File: config.mk
export PLATFORM = sky130hd
export DESIGN_NAME = iq_mixer_tdm_sched
export DESIGN_NICKNAME = d
export VERILOG_FILES = /design/src/rtl/iq_mixer_tdm_sched_pkg.sv /design/src/rtl/iq_mixer_tdm_sched_tag_delay.sv /design/src/rtl/iq_mixer_tdm_sched.sv
export SDC_FILE = /design/constraint.sdc
export NUM_CORES = 1
export LEC_CHECK = 0
export CAP_MARGIN = 5
export CORE_MARGIN = 10
export CORE_UTILIZATION = 40
export DETAILED_ROUTE_END_ITERATION = 10
export PLACE_DENSITY = 0.72
export SLEW_MARGIN = 20
export SYNTH_ARGS = -nofsm -noshare
export SYNTH_HDL_FRONTEND = slang
export SYNTH_SLANG_ARGS = --single-unit
export TNS_END_PERCENT = 1
File: constraint.sdc
create_clock -name clk -period 2.25 [get_ports clk]
set_input_delay 0.3375 -clock clk [delete_from_list [all_inputs] [get_ports clk]]
set_output_delay 0.3375 -clock clk [all_outputs]
set_load 0.02 [all_outputs]
File: src/rtl/iq_mixer_tdm_sched_pkg.sv
// Shared definitions for the TDM IQ mixer scheduler: FSM states and tag layout.
// A tag is packed as {valid, chan[CW-1:0], iq}, valid in the MSB.
package iq_mixer_tdm_sched_pkg;

  typedef enum logic [1:0] {
    ST_IDLE  = 2'd0,
    ST_ISSUE = 2'd1,
    ST_DRAIN = 2'd2
  } state_e;

  localparam int TAG_IQ_LSB   = 0;
  localparam int TAG_CHAN_LSB = 1;

  function automatic int chan_w(input int nchan);
    return (nchan > 1) ? $clog2(nchan) : 1;
  endfunction

  function automatic int tag_w(input int cw);
    return cw + 2;
  endfunction

endpackage

File: src/rtl/iq_mixer_tdm_sched_tag_delay.sv
// Fixed-depth shift register carrying issue tags alongside the shared mixer pipeline.
// inner_busy reports valid tags in every stage except the output stage.
module tag_delay #(
  parameter int TW    = 4,
  parameter int DEPTH = 3
) (
  input  logic          clk,
  input  logic          rst,
  input  logic [TW-1:0] tag_in,
  output logic [TW-1:0] tag_out,
  output logic          inner_busy
);

  logic [TW-1:0] line_q [DEPTH];
  logic [TW-1:0] line_d [DEPTH];

  always_comb begin
    line_d[0] = tag_in;
    for (int i = 1; i < DEPTH; i++) begin
      line_d[i] = line_q[i-1];
    end
  end

  always_ff @(posedge clk) begin
    for (int i = 0; i < DEPTH; i++) begin
      if (rst) begin
        line_q[i] <= '0;
      end else begin
        line_q[i] <= line_d[i];
      end
    end
  end

  always_comb begin
    inner_busy = 1'b0;
    for (int i = 0; i < DEPTH - 1; i++) begin
      inner_busy = inner_busy | line_q[i][TW-1];
    end
  end

  assign tag_out = line_q[DEPTH-1];

endmodule

File: src/rtl/iq_mixer_tdm_sched.sv
// Time-division scheduler sharing one external mixer across NCHAN channels and both LO phases.
// Issues one (sample, LO) pair per clock and re-tags returning products as a serial stream.
module iq_mixer_tdm_sched
  import iq_mixer_tdm_sched_pkg::*;
#(
  parameter int NCHAN   = 4,
  parameter int DWI     = 16,
  parameter int DWLO    = 18,
  parameter int DAVR    = 4,
  parameter int MIX_LAT = 3,
  localparam int CW     = chan_w(NCHAN)
) (
  input  logic                 clk,
  input  logic                 rst,
  input  logic                 strobe_in,
  input  logic [NCHAN*DWI-1:0] adc,
  input  logic [DWLO-1:0]      cos,
  input  logic [DWLO-1:0]      sin,
  input  logic [NCHAN-1:0]     chan_mask,
  input  logic                 ovr_clr,
  output logic [DWI-1:0]       mix_adc,
  output logic [DWLO-1:0]      mix_lo,
  input  logic [DWI+DAVR-1:0]  mix_result,
  output logic                 out_valid,
  output logic [DWI+DAVR-1:0]  out_data,
  output logic [CW-1:0]        out_chan,
  output logic                 out_iq,
  output logic                 frame_done,
  output logic                 busy,
  output logic                 overrun
);

  localparam int TW = tag_w(CW);
  localparam int DW = DWI + DAVR;

  state_e               state_q, state_d;
  logic [NCHAN*DWI-1:0] adc_q, adc_d;
  logic [DWLO-1:0]      cos_q, cos_d;
  logic [DWLO-1:0]      sin_q, sin_d;
  logic [NCHAN-1:0]     mask_q, mask_d;
  logic [CW-1:0]        cur_chan_q, cur_chan_d;
  logic                 cur_iq_q, cur_iq_d;
  logic [DWI-1:0]       mix_adc_q, mix_adc_d;
  logic [DWLO-1:0]      mix_lo_q, mix_lo_d;
  logic                 ovr_q, ovr_d;
  logic                 out_valid_q, out_valid_d;
  logic [DW-1:0]        out_data_q, out_data_d;
  logic [CW-1:0]        out_chan_q, out_chan_d;
  logic                 out_iq_q, out_iq_d;
  logic                 frame_done_q, frame_done_d;

  logic [CW-1:0] first_chan;
  logic [CW-1:0] next_chan;
  logic          next_found;
  logic [TW-1:0] push_tag;
  logic [TW-1:0] exit_tag;
  logic          exit_valid;
  logic          line_inner_busy;

  tag_delay #(
    .TW    (TW),
    .DEPTH (MIX_LAT)
  ) u_tag_delay (
    .clk        (clk),
    .rst        (rst),
    .tag_in     (push_tag),
    .tag_out    (exit_tag),
    .inner_busy (line_inner_busy)
  );

  // Descending scans leave the lowest qualifying channel as the winner.
  always_comb begin
    first_chan = '0;
    for (int k = NCHAN - 1; k >= 0; k--) begin
      if (chan_mask[k]) begin
        first_chan = CW'(k);
      end
    end
  end

  always_comb begin
    next_chan  = '0;
    next_found = 1'b0;
    for (int k = NCHAN - 1; k >= 0; k--) begin
      if (mask_q[k] && (k > int'(cur_chan_q))) begin
        next_chan  = CW'(k);
        next_found = 1'b1;
      end
    end
  end

  always_comb begin
    state_d    = state_q;
    adc_d      = adc_q;
    cos_d      = cos_q;
    sin_d      = sin_q;
    mask_d     = mask_q;
    cur_chan_d = cur_chan_q;
    cur_iq_d   = cur_iq_q;
    mix_adc_d  = mix_adc_q;
    mix_lo_d   = mix_lo_q;
    push_tag   = '0;

    ovr_d = ovr_q;
    if (ovr_clr) begin
      ovr_d = 1'b0;
    end
    if (strobe_in && (state_q != ST_IDLE)) begin
      ovr_d = 1'b1;
    end

    // The mix registers always hold the pair being issued in the current ISSUE cycle,
    // so the next pair is loaded one cycle ahead.
    case (state_q)
      ST_IDLE: begin
        if (strobe_in && (|chan_mask)) begin
          adc_d      = adc;
          cos_d      = cos;
          sin_d      = sin;
          mask_d     = chan_mask;
          cur_chan_d = first_chan;
          cur_iq_d   = 1'b0;
          mix_adc_d  = adc[int'(first_chan)*DWI +: DWI];
          mix_lo_d   = cos;
          state_d    = ST_ISSUE;
        end
      end
      ST_ISSUE: begin
        push_tag = {1'b1, cur_chan_q, cur_iq_q};
        if (!cur_iq_q) begin
          cur_iq_d = 1'b1;
          mix_lo_d = sin_q;
        end else if (next_found) begin
          cur_chan_d = next_chan;
          cur_iq_d   = 1'b0;
          mix_adc_d  = adc_q[int'(next_chan)*DWI +: DWI];
          mix_lo_d   = cos_q;
        end else begin
          state_d = ST_DRAIN;
        end
      end
      ST_DRAIN: begin
        if (!line_inner_busy) begin
          state_d = ST_IDLE;
        end
      end
      default: begin
        state_d = ST_IDLE;
      end
    endcase
  end

  // In DRAIN no new tags enter, so a lone tag at the exit is the frame's last one.
  always_comb begin
    exit_valid   = exit_tag[TW-1];
    out_valid_d  = exit_valid;
    frame_done_d = exit_valid && (state_q == ST_DRAIN) && !line_inner_busy;
    out_data_d   = out_data_q;
    out_chan_d   = out_chan_q;
    out_iq_d     = out_iq_q;
    if (exit_valid) begin
      out_data_d = mix_result;
      out_chan_d = exit_tag[TAG_CHAN_LSB +: CW];
      out_iq_d   = exit_tag[TAG_IQ_LSB];
    end
  end

  always_ff @(posedge clk) begin
    if (rst) begin
      state_q      <= ST_IDLE;
      adc_q        <= '0;
      cos_q        <= '0;
      sin_q        <= '0;
      mask_q       <= '0;
      cur_chan_q   <= '0;
      cur_iq_q     <= 1'b0;
      mix_adc_q    <= '0;
      mix_lo_q     <= '0;
      ovr_q        <= 1'b0;
      out_valid_q  <= 1'b0;
      out_data_q   <= '0;
      out_chan_q   <= '0;
      out_iq_q     <= 1'b0;
      frame_done_q <= 1'b0;
    end else begin
      state_q      <= state_d;
      adc_q        <= adc_d;
      cos_q        <= cos_d;
      sin_q        <= sin_d;
      mask_q       <= mask_d;
      cur_chan_q   <= cur_chan_d;
      cur_iq_q     <= cur_iq_d;
      mix_adc_q    <= mix_adc_d;
      mix_lo_q     <= mix_lo_d;
      ovr_q        <= ovr_d;
      out_valid_q  <= out_valid_d;
      out_data_q   <= out_data_d;
      out_chan_q   <= out_chan_d;
      out_iq_q     <= out_iq_d;
      frame_done_q <= frame_done_d;
    end
  end

  assign mix_adc    = mix_adc_q;
  assign mix_lo     = mix_lo_q;
  assign out_valid  = out_valid_q;
  assign out_data   = out_data_q;
  assign out_chan   = out_chan_q;
  assign out_iq     = out_iq_q;
  assign frame_done = frame_done_q;
  assign busy       = (state_q != ST_IDLE);
  assign overrun    = ovr_q;

endmodule

==> run_results.csv <==
group,metric,value,unit
outcome,outcome,"complete, no violations",
detailed_routing,wl,27000,um
detailed_routing,viasPerCell,5.46,
synth,yosysSeqAreaShare,0.439,
worst_setup_path,cp-start-kind,"flip-flop",
finish,instances_no_fill,1494,
finish,drive_above_1_share,0.0899,
synth,postSynthCellCount,1051,
sta,clock_skew,18.0,ps
floorplan,start_util,0.406,
sta,setup_viol,0,
power,leakage,4.20,nW
sta,post-route-period-util,0.896,
finish,area_growth,35.6,%
sta,slew-limit-headroom,0.572,
synth,yosysTopAreaCell,"dfxtp_1",
grt,grt_pass1_wl,42400,um
detailed_routing,wl_per_cell,18.1,um
power,switchingPower,2.55,mW
worst_setup_path,cp_cell_sequence,"or2_2 -> clkdlybuf4s50_1",
sta,rsz0062_at_grt,"false",
detailed_routing,ant_nets,0,
clock_network,post_cts_buffers,0,
floorplan,core-area,20200,sq um
worst_setup_path,slowest_stage,"clkdlybuf4s50_1",
grt,antenna_found_initial,2,
clock_network,cts_tree,"built",
detailed_routing,num_vias,8158,
power,seqPwrFrac,0.427,
power,powerDensity,741,nW/um^2
power,p_int,5.70,mW
clock_network,cts_max_path_buffers,2,
floorplan,die-height,163,um
finish,design_area,11100,sq um
power,power.total,8.24,mW
placed_design,dp_cells,1461,
floorplan,rows,52,
finish,nFillCells,1819,
finish,final_cell_mix,"238 x nand2_1, 187 x clkdlybuf4s50_1, 180 x dfxtp_1",
clock_network,cts_root_buf,"clkbuf_16",
worst_setup_path,critPathMaxFanout,5,
sta,min_period,2020,ps
synth,netlist_area,8210,sq um
synth,synth.top_cell.area_share,0.439,
grt,grt_usage,0.198,
sta,fmax,496,MHz
clock_network,cts_sinks,180,
clock_network,ctsHtreeMaxLevel,4,
floorplan,die_w,163,um
run,max-cap-violations,0,
placed_design,hpwl,19100,um
power,irDropWorstVdd,0.651,mV
clock_network,holdBufCountCts,0,
detailed_routing,firstDrtPassIters,7,
floorplan,die_area,26600,sq um
synth,synth_area_leaders,"dfxtp_1 44%, nand2_1 11%, a21oi_1 9.4%",
sta,timing.hold.ws,376,ps
worst_setup_path,r2r-start,"mask_q[3]$_SDFFE_PP0P_",
worst_setup_path,cp_data_required_time,1910,ps
worst_setup_path,arrival,1680,ps
worst_setup_path,critPathMaxStageDelay,560,ps
floorplan,ioPinCount,189,
detailed_routing,drc,0,
synth,yosys_warnings,0,
synth,ys_ff_latch,180,
synth,synth-edff-count,0,
sta,worst_pin_slew,642,ps
grt,grt_max_degree,49,
synth,avgSynthCellArea,7.81,sq um
detailed_routing,drt_iter0_drc,732,
worst_hold_path,hold_class,"primary input to flip-flop",
power,comb_power_share,0.214,
power,swShare,0.309,
clock_network,cts_buffers,17,
worst_setup_path,crit_type,"flip-flop to primary output",
power,clkPwrFrac,0.359,
placed_design,place_area,10500,sq um
finish,nets,1338,
synth,ys_types,40,
worst_hold_path,hold_start,"rst",
synth,synth_ff_type,"dfxtp_1",
placed_design,place.gp.congestion,0.953,
worst_setup_path,critPathLaunch,"state_q[1]$_SDFFE_PP0P_",
clock_network,clk-insertion-delay-late,450,ps
worst_setup_path,end_kind,"primary output",
finish,mostFrequentLayoutCell,"nand2_1",
synth,synth-async-reset-ratio,0,
sta,final_max_slew_viol_count,0,
synth,synth.net_count,1179,
placed_design,port_buffers,188,
grt,grt_pass1_vias,7690,
sta,hold_viol,0,
grt,overflow,0,
sta,fin_tns_setup,0,ps
clock_network,clk_pin_slew,80,ps
clock_network,post_cts_resized,0,
[cell type report]
cell class | instances | area (sq um) | area share
inverter | 17 | 63.8 | 0.00573
sequential | 180 | 3600 | 0.324
timing repair buffer | 234 | 2420 | 0.218
tap | 270 | 338 | 0.0304
clock inverter | 15 | 163 | 0.0146
multi-input combinational | 760 | 4110 | 0.369
clock buffer | 17 | 425 | 0.0382
antenna | 1 | 2.50 | 0.000225
[power groups by stage]
stage                     Clock (mW)  Sequential [mW]  Combinational, mW
after floorplan                    0             3.65              0.900
after detailed placement           0             3.59               1.75
after global routing            3.14             3.55               1.91
after global placement             0             3.59               1.73
after CTS                       2.99             3.52               1.76
final                           2.96             3.52               1.77
[layer usage]
layer,up-vias,GRT usage,share of wire
met5,-,0,0
met4,0,0.0791,0.029
met3,55,0.0476,0.084
met2,350,0.311,0.47
met1,3810,0.256,0.41
li1,3943,-,-
[registers in the layout, indices dropped and copies added (netlist names)]
| name | count |
|---|---|
| adc_q | 64 |
| mask_q | 3 |
| out_iq | 1 |
| mix_adc | 16 |
| sin_q | 18 |
| cos_q | 18 |
| out_valid | 1 |
| out_data | 20 |
| mix_lo | 18 |
| state_q | 2 |
| frame_done | 1 |
| overrun | 1 |
| cur_iq_q | 1 |
| out_chan | 2 |
| cur_chan_q | 2 |
| u_tag_delay.line_q | 12 |
[cells in the mapped netlist (2+ instances only)]
cell / number
nor2b_1: 30
nor3b_2: 2
buf_4: 9
nor3_1: 17
buf_2: 32
o311a_1: 16
a311oi_1: 13
o21ai_1: 5
nand2_1: 238
a21o_1: 19
o221a_2: 16
o21ai_0: 47
a21oi_2: 2
and3_1: 19
a21oi_1: 154
dfxtp_1: 180
a22oi_1: 19
and2_1: 3
mux2i_1: 23
nand2b_1: 5
o221ai_1: 16
buf_6: 3
clkbuf_1: 46
inv_1: 16
nor2_1: 100
a311oi_2: 4
buf_1: 4
[metrics by stage]
step	setup WS (ps)	utilization
floorplan	553	-
global placement	119	0.521
detailed placement	60.1	0.521
CTS	213	0.550
global route	29.0	0.550
finish	234	0.550
[worst max-delay path, delay by kind of cell (launching register included)]
kind,cells,cell delay [ps]
flops,1,350
buf+inv,1,560
simple gates,1,320
[logic make-up after synthesis]
logic type / after synthesis / share of synthesized area
AND/OR/NAND/NOR: 417 / 0.214
flip-flops: 180 / 0.439
multiplexers: 23 / 0.0281
buffers and inverters: 111 / 0.0625
AO/OA/AOI/OAI: 320 / 0.256
[worst paths after layout]
check | endpoint | slack, ps | depth (start not counted)
max | busy | 230 | 2
max reg2reg | mix_lo[8]$_SDFFE_PP0P_ | 230 | 6
min reg2reg | u_tag_delay.line_q[1][0]$_SDFF_PP0_ | 440 | 1
min | out_data[9]$_SDFFE_PP0P_ | 380 | 2
(Power assumes the default switching activity.)
